File: src/rtl/mem_arb_pkg.sv
// mem_arb_pkg: shared types and constants for the I/D main-memory arbiter.
//   arb_state_t    : arbiter FSM states
//   arb_side_t     : requester identity (used by the round-robin history)
//   mem_wr_t       : latched write-through store payload
//   WORDS_PER_LINE : words per cache line (16-bit words, 16-byte line)
//   MEM_LAT        : main-memory read latency, address issue to mem_valid
//   LINE_MASK      : clears the byte offset within a line
package mem_arb_pkg;

    localparam int unsigned WORDS_PER_LINE = 8;
    localparam int unsigned MEM_LAT        = 4;
    localparam int unsigned ADDR_W         = 16;
    localparam int unsigned DATA_W         = 16;
    localparam int unsigned IDX_W          = $clog2(WORDS_PER_LINE);
    // One extra bit so the counters can hold WORDS_PER_LINE and saturate there.
    localparam int unsigned CNT_W          = IDX_W + 1;

    localparam logic [ADDR_W-1:0] LINE_MASK = 16'hFFF0;

    typedef enum logic [1:0] {
        IDLE    = 2'd0,
        I_FILL  = 2'd1,
        D_FILL  = 2'd2,
        D_WRITE = 2'd3
    } arb_state_t;

    typedef enum logic {
        SIDE_I = 1'b0,
        SIDE_D = 1'b1
    } arb_side_t;

    typedef struct packed {
        logic [ADDR_W-1:0] addr;
        logic [DATA_W-1:0] data;
    } mem_wr_t;

    // Line-aligned base address of any address within the line.
    function automatic logic [ADDR_W-1:0] line_base(input logic [ADDR_W-1:0] addr);
        return addr & LINE_MASK;
    endfunction

endpackage

File: src/rtl/mem_access_arbiter_line_fill_counter.sv
// line_fill_counter: issue/receive bookkeeping for one cache-line fill.
//   clk, rst      : clock, synchronous active-high reset
//   clear         : start a new fill; latches line base, zeroes both counters
//   active        : a fill state is current
//   base_in       : any address inside the line to be filled
//   mem_valid     : main-memory read data is valid this cycle
//   issue_vld_c   : issue a read this cycle
//   issue_addr_c  : address of the read being issued
//   recv_vld_c    : accept the returning word this cycle
//   recv_last_c   : the accepted word is the final word of the line
//   recv_idx      : word index of the next word to be accepted
module line_fill_counter
    import mem_arb_pkg::*;
(
    input  logic              clk,
    input  logic              rst,
    input  logic              clear,
    input  logic              active,
    input  logic [ADDR_W-1:0] base_in,
    input  logic              mem_valid,
    output logic              issue_vld_c,
    output logic [ADDR_W-1:0] issue_addr_c,
    output logic              recv_vld_c,
    output logic              recv_last_c,
    output logic [IDX_W-1:0]  recv_idx
);

    localparam logic [CNT_W-1:0] CNT_FULL = CNT_W'(WORDS_PER_LINE);
    localparam logic [CNT_W-1:0] CNT_LAST = CNT_W'(WORDS_PER_LINE - 1);

    logic [CNT_W-1:0]  issue_cnt_q, issue_cnt_d;
    logic [CNT_W-1:0]  recv_cnt_q,  recv_cnt_d;
    logic [ADDR_W-1:0] base_q,      base_d;

    // Counters stop at CNT_FULL, so late or stray mem_valid pulses are dropped.
    assign issue_vld_c  = active && (issue_cnt_q < CNT_FULL);
    assign issue_addr_c = base_q + ADDR_W'({issue_cnt_q, 1'b0});
    assign recv_vld_c   = active && mem_valid && (recv_cnt_q < CNT_FULL);
    assign recv_last_c  = recv_vld_c && (recv_cnt_q == CNT_LAST);
    assign recv_idx     = recv_cnt_q[IDX_W-1:0];

    // Next-state for base and counters.
    always_comb begin
        issue_cnt_d = issue_cnt_q;
        recv_cnt_d  = recv_cnt_q;
        base_d      = base_q;
        if (clear) begin
            base_d      = line_base(base_in);
            issue_cnt_d = '0;
            recv_cnt_d  = '0;
        end else begin
            if (issue_vld_c) begin
                issue_cnt_d = issue_cnt_q + CNT_W'(1);
            end
            if (recv_vld_c) begin
                recv_cnt_d = recv_cnt_q + CNT_W'(1);
            end
        end
    end

    always_ff @(posedge clk) begin
        if (rst) begin
            issue_cnt_q <= '0;
            recv_cnt_q  <= '0;
            base_q      <= '0;
        end else begin
            issue_cnt_q <= issue_cnt_d;
            recv_cnt_q  <= recv_cnt_d;
            base_q      <= base_d;
        end
    end

endmodule

File: src/rtl/mem_access_arbiter.sv
// mem_access_arbiter: shares one multi-cycle main memory between the I-cache
// and D-cache miss handlers. Runs 8-word line fills or single-word stores.
//   clk, rst                     : clock, synchronous active-high reset
//   i_req, i_addr                : I-side line-fill request
//   d_req, d_we, d_addr, d_wdata : D-side fill (d_we=0) or store (d_we=1)
//   fill_data, fill_idx          : returned word and its index in the line
//   i_fill_valid, d_fill_valid   : fill word valid for the I / D side
//   i_done, d_done               : one-cycle end-of-transaction strobes
//   mem_en, mem_wr, mem_addr,
//   mem_wdata                    : main-memory command
//   mem_rdata, mem_valid         : main-memory read return
// Build macros:
//   ARB_RR_EN     : round-robin arbitration when both sides request
//                   (default: D side always wins)
//   MEM_ARB_DEBUG : flag mem_valid pulses that arrive outside a fill
module mem_access_arbiter
    import mem_arb_pkg::*;
(
    input  logic              clk,
    input  logic              rst,
    input  logic              i_req,
    input  logic [ADDR_W-1:0] i_addr,
    input  logic              d_req,
    input  logic              d_we,
    input  logic [ADDR_W-1:0] d_addr,
    input  logic [DATA_W-1:0] d_wdata,
    output logic [DATA_W-1:0] fill_data,
    output logic [IDX_W-1:0]  fill_idx,
    output logic              i_fill_valid,
    output logic              d_fill_valid,
    output logic              i_done,
    output logic              d_done,
    output logic              mem_en,
    output logic              mem_wr,
    output logic [ADDR_W-1:0] mem_addr,
    output logic [DATA_W-1:0] mem_wdata,
    input  logic [DATA_W-1:0] mem_rdata,
    input  logic              mem_valid
);

    arb_state_t state_q, state_d;
    mem_wr_t    wr_q,    wr_d;
`ifdef ARB_RR_EN
    arb_side_t  rr_last_q, rr_last_d;
`endif

    logic              pick_d;
    logic              pick_i;
    logic              fill_clear;
    logic              in_fill;
    logic              in_write;
    logic              issue_vld_c;
    logic [ADDR_W-1:0] issue_addr_c;
    logic              recv_vld_c;
    logic              recv_last_c;
    logic [IDX_W-1:0]  recv_idx;

    // Grant selection; only acted on in IDLE.
    always_comb begin
`ifdef ARB_RR_EN
        pick_d = d_req && (!i_req || (rr_last_q == SIDE_I));
`else
        pick_d = d_req;
`endif
        pick_i = i_req && !pick_d;
    end

    // FSM next-state, store latch and grant history.
    always_comb begin
        state_d    = state_q;
        wr_d       = wr_q;
        fill_clear = 1'b0;
`ifdef ARB_RR_EN
        rr_last_d  = rr_last_q;
`endif
        case (state_q)
            IDLE: begin
                if (pick_d) begin
`ifdef ARB_RR_EN
                    rr_last_d = SIDE_D;
`endif
                    if (d_we) begin
                        state_d = D_WRITE;
                        wr_d    = '{addr: d_addr, data: d_wdata};
                    end else begin
                        state_d    = D_FILL;
                        fill_clear = 1'b1;
                    end
                end else if (pick_i) begin
`ifdef ARB_RR_EN
                    rr_last_d  = SIDE_I;
`endif
                    state_d    = I_FILL;
                    fill_clear = 1'b1;
                end
            end
            I_FILL, D_FILL: begin
                if (recv_last_c) begin
                    state_d = IDLE;
                end
            end
            D_WRITE: begin
                state_d = IDLE;
            end
            default: begin
                state_d = IDLE;
            end
        endcase
    end

    always_ff @(posedge clk) begin
        if (rst) begin
            state_q   <= IDLE;
            wr_q      <= '0;
`ifdef ARB_RR_EN
            rr_last_q <= SIDE_I;
`endif
        end else begin
            state_q   <= state_d;
            wr_q      <= wr_d;
`ifdef ARB_RR_EN
            rr_last_q <= rr_last_d;
`endif
        end
    end

    assign in_fill  = (state_q == I_FILL) || (state_q == D_FILL);
    assign in_write = (state_q == D_WRITE);

    line_fill_counter u_fill_cnt (
        .clk          (clk),
        .rst          (rst),
        .clear        (fill_clear),
        .active       (in_fill),
        .base_in      (pick_d ? d_addr : i_addr),
        .mem_valid    (mem_valid),
        .issue_vld_c  (issue_vld_c),
        .issue_addr_c (issue_addr_c),
        .recv_vld_c   (recv_vld_c),
        .recv_last_c  (recv_last_c),
        .recv_idx     (recv_idx)
    );

    // Memory command decoded from state and counter registers only.
    assign mem_en    = issue_vld_c || in_write;
    assign mem_wr    = in_write;
    assign mem_addr  = in_write ? wr_q.addr : (issue_vld_c ? issue_addr_c : '0);
    assign mem_wdata = in_write ? wr_q.data : '0;

    // Fill return is steered in the cycle the word arrives.
    assign fill_data    = recv_vld_c ? mem_rdata : '0;
    assign fill_idx     = recv_idx;
    assign i_fill_valid = recv_vld_c && (state_q == I_FILL);
    assign d_fill_valid = recv_vld_c && (state_q == D_FILL);
    assign i_done       = recv_last_c && (state_q == I_FILL);
    assign d_done       = (recv_last_c && (state_q == D_FILL)) || in_write;

    // A requester must hold its request until its done strobe.
    a_i_req_held: assert property (@(posedge clk) disable iff (rst)
        (state_q == I_FILL) |-> i_req);
    a_d_req_held: assert property (@(posedge clk) disable iff (rst)
        ((state_q == D_FILL) || (state_q == D_WRITE)) |-> d_req);

`ifdef MEM_ARB_DEBUG
    a_no_stray_valid: assert property (@(posedge clk) disable iff (rst)
        mem_valid |-> recv_vld_c);
`endif

endmodule
File: config.mk
export PLATFORM = sky130hd
export DESIGN_NAME = mem_access_arbiter
export DESIGN_NICKNAME = d
export VERILOG_FILES = /design/src/rtl/mem_arb_pkg.sv /design/src/rtl/mem_access_arbiter_line_fill_counter.sv /design/src/rtl/mem_access_arbiter.sv
export SDC_FILE = /design/constraint.sdc
export NUM_CORES = 1
export LEC_CHECK = 0
export CAP_MARGIN = 20
export CORE_MARGIN = 4
export CORE_UTILIZATION = 30
export DETAILED_ROUTE_END_ITERATION = 12
export PLACE_DENSITY = 0.62
export SETUP_SLACK_MARGIN = 0.15
export SYNTH_ARGS = -nofsm -noshare
export SYNTH_HDL_FRONTEND = slang
export SYNTH_HIERARCHICAL = 1
export SYNTH_SLANG_ARGS = --single-unit
File: constraint.sdc
create_clock -name clk -period 2.7 [get_ports clk]
set_input_delay 0.54 -clock clk [delete_from_list [all_inputs] [get_ports clk]]
set_output_delay 0.54 -clock clk [all_outputs]
set_load 0.03 [all_outputs]
==> flow_metrics.tcl, run 1 <==
set metrics [dict create \
    cts_tree "built" \
    gp_congestion 0.803 \
    syn_area_per_cell_um2 8.62 \
    crit_fanout 16 \
    initial_core_util_pct 30.7 \
    die-area_um2 11600 \
    worst_ep_arrival_time_ns 1.93 \
    gr-usage-all-layers_pct 13.9 \
    synth_area_um2 2980 \
    viasPerCell 4.47 \
    final_util_pct 44.6 \
    min_from "wr_q[12]" \
    io_buffers 122 \
    cts.path.max_buffers 2 \
    nFillCells 995 \
    grt_pass1_wl_um 13100 \
    post-route-drc-count 0 \
    ir_drop_v 0.000223 \
    cts_buffers 5 \
    first_iter_violations 79 \
    fin_skew_ns 0.00637 \
    grt_max_degree 29 \
    tightest_slew_ns 0.620 \
    grt_use_met1_pct 17.7 \
    timing_worst_setup_path_type "flip-flop to output pin" \
    first_global_vias 2654 \
    seq_area_um2 1080 \
    finalPower_mw 2.52 \
    reg2reg_slack_ns 1.01 \
    drv_slew 0 \
    fin_tns_setup_ns 0 \
    max-cap-violations 0 \
    antenna_found_initial 0 \
    fin_ws_ns 0.231 \
    gr-usage-met2_pct 23.9 \
    crit_path_start_kind "flip-flop" \
    grt_use_met3_pct 3.06 \
    clockRootBuffer "clkbuf_8" \
    multi_input_area_um2 1700 \
    hold_path.class "flip-flop to flip-flop" \
    max_freq_mhz 405 \
    stdcell_area_um2 4340 \
    finalSetupViolations 0 \
    holdBufCountCts 0 \
    fin_crit_ns 2.47 \
    dp_hpwl_um 6340 \
    maxSlewHeadroom_pct 58.7 \
    outcome "finished clean" \
    ctsHtreeMaxLevel 2 \
    leakage_nw 1.88 \
    clk_pin_slew_ns 0.09 \
    wl_um 8280 \
    dp_cells 589 \
    ant_nets 0 \
    first_pass_iters 4 \
    post_drt_wl_per_cell_um 13.9 \
    antenna_cells 0 \
    syn_inst 346 \
    dieHeight_um 108 \
    grt-busiest-layer "met2" \
    cpPeakStageDelay_ns 0.66 \
    pre_cts_ws_ns 0.173 \
    powerDensity_nw_per_um2 580 \
    fin_cells 596 \
    rsz0062_at_grt "true" \
    drive_gt1_share_pct 21.2 \
    r2r_start "state_q[1]" \
    critPathSlowestCell "clkdlybuf4s50_1" \
    yosys_warnings 6 \
    setup.worst_path.end_class "output pin" \
    fin_nets 543 \
    dr_total_vias 2664 \
    dpl-instance-area_um2 4240 \
    area_delta_synth_final_pct 45.5 \
    worst_ep_required_time_ns 2.16 \
    ios 127 \
    grt_overflow 0 \
    coreArea_um2 9730 \
    period_share_pct 91.4 \
    timing.hold.ws_ns 0.454 \
    cts.sinks 54 \
    crit_start "state_q[0]" \
    die_x_um 108 \
    clk_latency_ns 0.30 \
    crit_chain "buf_4 -> ha_2 -> and2_1 -> clkdlybuf4s50_1" \
    hold_viol 0 \
    rows 36 \
    syn_nets 426 \
]
worst max-delay path: cells and delay by family (launching register included):
kind | cells | cell delay (ns)
adder cells (fa/ha/maj) | 1 | 0.33
buffers and inverters | 2 | 0.79
AND/OR/NAND/NOR | 1 | 0.18
flip-flops | 1 | 0.33
cell usage in the layout, fill, tap and decap left out, types with 2 or more instances in the layout:
cell and instances:
ha_2 2, ha_1 8, a41oi_1 2, nor2b_1 2
clkbuf_2 2, inv_1 3, o21ai_0 3, clkbuf_8 5
and3_1 2, nand3_1 8, mux2_2 13, xor2_1 4
a22o_1 15, xnor2_1 10, nor2_1 20, a21oi_1 18
buf_4 50, buf_12 2, and2_1 36, and4_1 2
dlymetal6s2s_1 7, dfxtp_1 53, a21oi_2 16, mux2i_1 15
clkdlybuf4s50_1 77, clkbuf_1 2, and3_2 2, nand2_1 67
flip-flops by register name (all words and copies together) (netlist names):
signal                  cells
wr_q                       32
u_fill_cnt/base_q          12
u_fill_cnt/issue_cnt_q      4
u_fill_cnt/recv_cnt_q       4
state_q                     2
repair_timing:
| item | 4_1_cts | 5_1_grt |
|---|---|---|
| setup endpoints to repair | 35 | 23 |
| pin swaps | 0 | 0 |
| buffers inserted | 0 | 0 |
| endpoints found under the hold margin | 0 | 0 |
| gates resized for setup | 7 | 17 |
cell type report:
cell class | count | area share [%]
timing repair buffer | 140 | 29.9
tap | 133 | 3.84
inverter | 3 | 0.260
sequential | 54 | 25.0
clock buffer | 7 | 1.76
multi-input combinational | 259 | 39.2
where the power goes:
group | internal (mW) | switching [mW]
clock network | 0.179 | 0.244
logic | 0.503 | 0.631
registers | 0.890 | 0.0696
metal layers:
metal  vias to the layer above  part of all wire (%)
met5                         -                     0
met4                         0                  0.56
met3                         5                   4.9
met2                        58                    48
met1                      1230                    46
li1                       1371                     -
final timing paths:
kind                  endpoint  cells past startpoint
setup / recovery  mem_wdata[2]                      4
hold / removal        wr_q[12]                      2
hold reg to reg       wr_q[12]                      2
setup reg to reg    state_q[0]                      8
No activity file was read; power rests on OpenSTA's default activity.
==> run 2: changes to the inputs <==
CTS_CLUSTER_SIZE = 14   (was unset)
GPL_ROUTABILITY_DRIVEN = 0   (was unset)
==> results of run 2 <==
Final layout, timing and power as in run 1 (identical DEF).
==> run 3: changes to the inputs <==
CORE_MARGIN = unset   (was 4)
HOLD_SLACK_MARGIN = 0.06   (was unset)
==> flow_metrics.tcl, run 3 (synthesized netlist as in run 1, its figures left out) <==
set metrics [dict create \
    max_freq_mhz 395 \
    ios 127 \
    finalSetupViolations 0 \
    maxSlewHeadroom_pct 62.6 \
    regMostFlops "wr_q" \
    first_iter_violations 71 \
    die_x_um 102 \
    fin_nets 544 \
    dp_cells 588 \
    multi_input_area_um2 1710 \
    tightest_slew_ns 0.561 \
    critPathSlowestCell "dfxtp_2" \
    cpPeakStageDelay_ns 0.37 \
    hold_path.class "flip-flop to flip-flop" \
    rsz0062_at_grt "true" \
    cts.sinks 54 \
    crit_path_start_kind "flip-flop" \
    ir_drop_v 0.000250 \
    max-cap-violations 0 \
    layout_common_cells "clkdlybuf4s50_1, nand2_1, dfxtp_1" \
    fin_tns_setup_ns 0 \
    ant_nets 0 \
    cts_buffers 5 \
    rows 36 \
    viasPerCell 4.54 \
    leakage_nw 2.00 \
    coreArea_um2 9680 \
    worst_ep_arrival_time_ns 1.99 \
    cts_tree "built" \
    hold_viol 0 \
    initial_core_util_pct 30.8 \
    first_global_vias 2607 \
    finalPower_mw 2.56 \
    layout_commonest_cell "clkdlybuf4s50_1" \
    nFillCells 956 \
    clk_pin_slew_ns 0.09 \
    crit_fanout 6 \
    antenna_cells 0 \
    drv_slew 0 \
    seq_area_um2 1080 \
    cts.path.max_buffers 2 \
    clockRootBuffer "clkbuf_8" \
    timing.hold.ws_ns 0.453 \
    worst_ep_required_time_ns 2.16 \
    cpMostUsedCell "buf_4" \
    die-area_um2 10300 \
    setup.worst_path.end_class "output pin" \
    dr_total_vias 2708 \
    dieHeight_um 102 \
    post-route-drc-count 0 \
    antenna_found_initial 0 \
    final_util_pct 45.1 \
    fin_skew_ns 0.00569 \
    grt_pass1_wl_um 12800 \
    io_buffers 122 \
    period_share_pct 93.8 \
    post_drt_wl_per_cell_um 13.6 \
    outcome "finished clean" \
    clk_latency_ns 0.31 \
    largest_register_ffs 32 \
    largest_registers "wr_q (32), u_fill_cnt/base_q (12)" \
    gr-usage-all-layers_pct 16.0 \
    crit_chain "inv_1 -> ha_1 -> buf_4 -> and3b_1 -> and3_1 -> a21o_1 -> buf_4" \
    dp_hpwl_um 6010 \
    drive_gt1_share_pct 21.3 \
    wl_um 8100 \
    fin_crit_ns 2.53 \
    grt_overflow 0 \
    powerDensity_nw_per_um2 586 \
    grt_max_degree 27 \
    ctsHtreeMaxLevel 2 \
    first_pass_iters 4 \
    timing_worst_setup_path_type "flip-flop to output pin" \
    fin_cells 597 \
    area_delta_synth_final_pct 46.3 \
]
==> run 3: changes by cell type in the layout (fill, tap and decap cells not counted), sizes merged <==
cell	before	now
dlymetal6s2s	7	13
dlygate4sd2	1	0
and2b	2	3
clkdlybuf4s50	77	72
==> run 3: what timing repair did <==
| item | 4_1_cts | 5_1_grt |
|---|---|---|
| cloned | 1 | 0 |
| pin swaps | 0 | 0 |
| resized for setup | 8 | 22 |
| hold buffers | 0 | 0 |
| buffers inserted | 1 | 0 |
| setup endpoints to repair | 36 | 36 |
==> run 3: worst paths after layout <==
kind	startpoint	endpoint	slack [ns]	cells after the start
min	wr_q[7]	wr_q[7]	0.45	2
max	state_q[1]	d_done	0.17	7
min reg2reg	wr_q[7]	wr_q[7]	0.45	2
max reg2reg	state_q[1]	state_q[1]	0.91	8
==> run 3: power breakdown <==
group          total (mW)  internal, mW  switching, mW
clock               0.439         0.180          0.259
sequential          0.957         0.888         0.0687
combinational        1.16         0.524          0.635
total                2.56          1.59          0.964
==> run 3: metrics by stage <==
step	worst slack [ns]	area, um2
5_1_grt	0.0670	4360
6_report	0.166	4360
3_3_place_gp	0.170	4230
2_1_floorplan	0.422	2980
4_1_cts	0.148	4330
3_5_place_dp	0.190	4230
==> run 3: layer usage <==
metal,GRT usage [%],vias up,wire [um]
li1,-,1376,-
met1,21.2,1258,3810
met2,26.8,66,3820
met3,2.97,8,392
met4,4.01,0,69
met5,0,-,0
==> run 3: area by class of cell <==
class / instances / area share [%]
clock buffers: 7 / 1.75
repair buffers: 140 / 30.2
inverters: 3 / 0.258
well taps: 133 / 3.81
flip-flops and latches: 54 / 24.8
multi-input cells: 260 / 39.2
==> run 3: critical path: cells and delay by family (launching register included) <==
| kind | cells | cell delay [ns] |
|---|---|---|
| compound gates | 1 | 0.20 |
| fa+ha+maj | 1 | 0.29 |
| buf+inv | 3 | 0.39 |
| flops | 1 | 0.37 |
| simple gates | 2 | 0.42 |
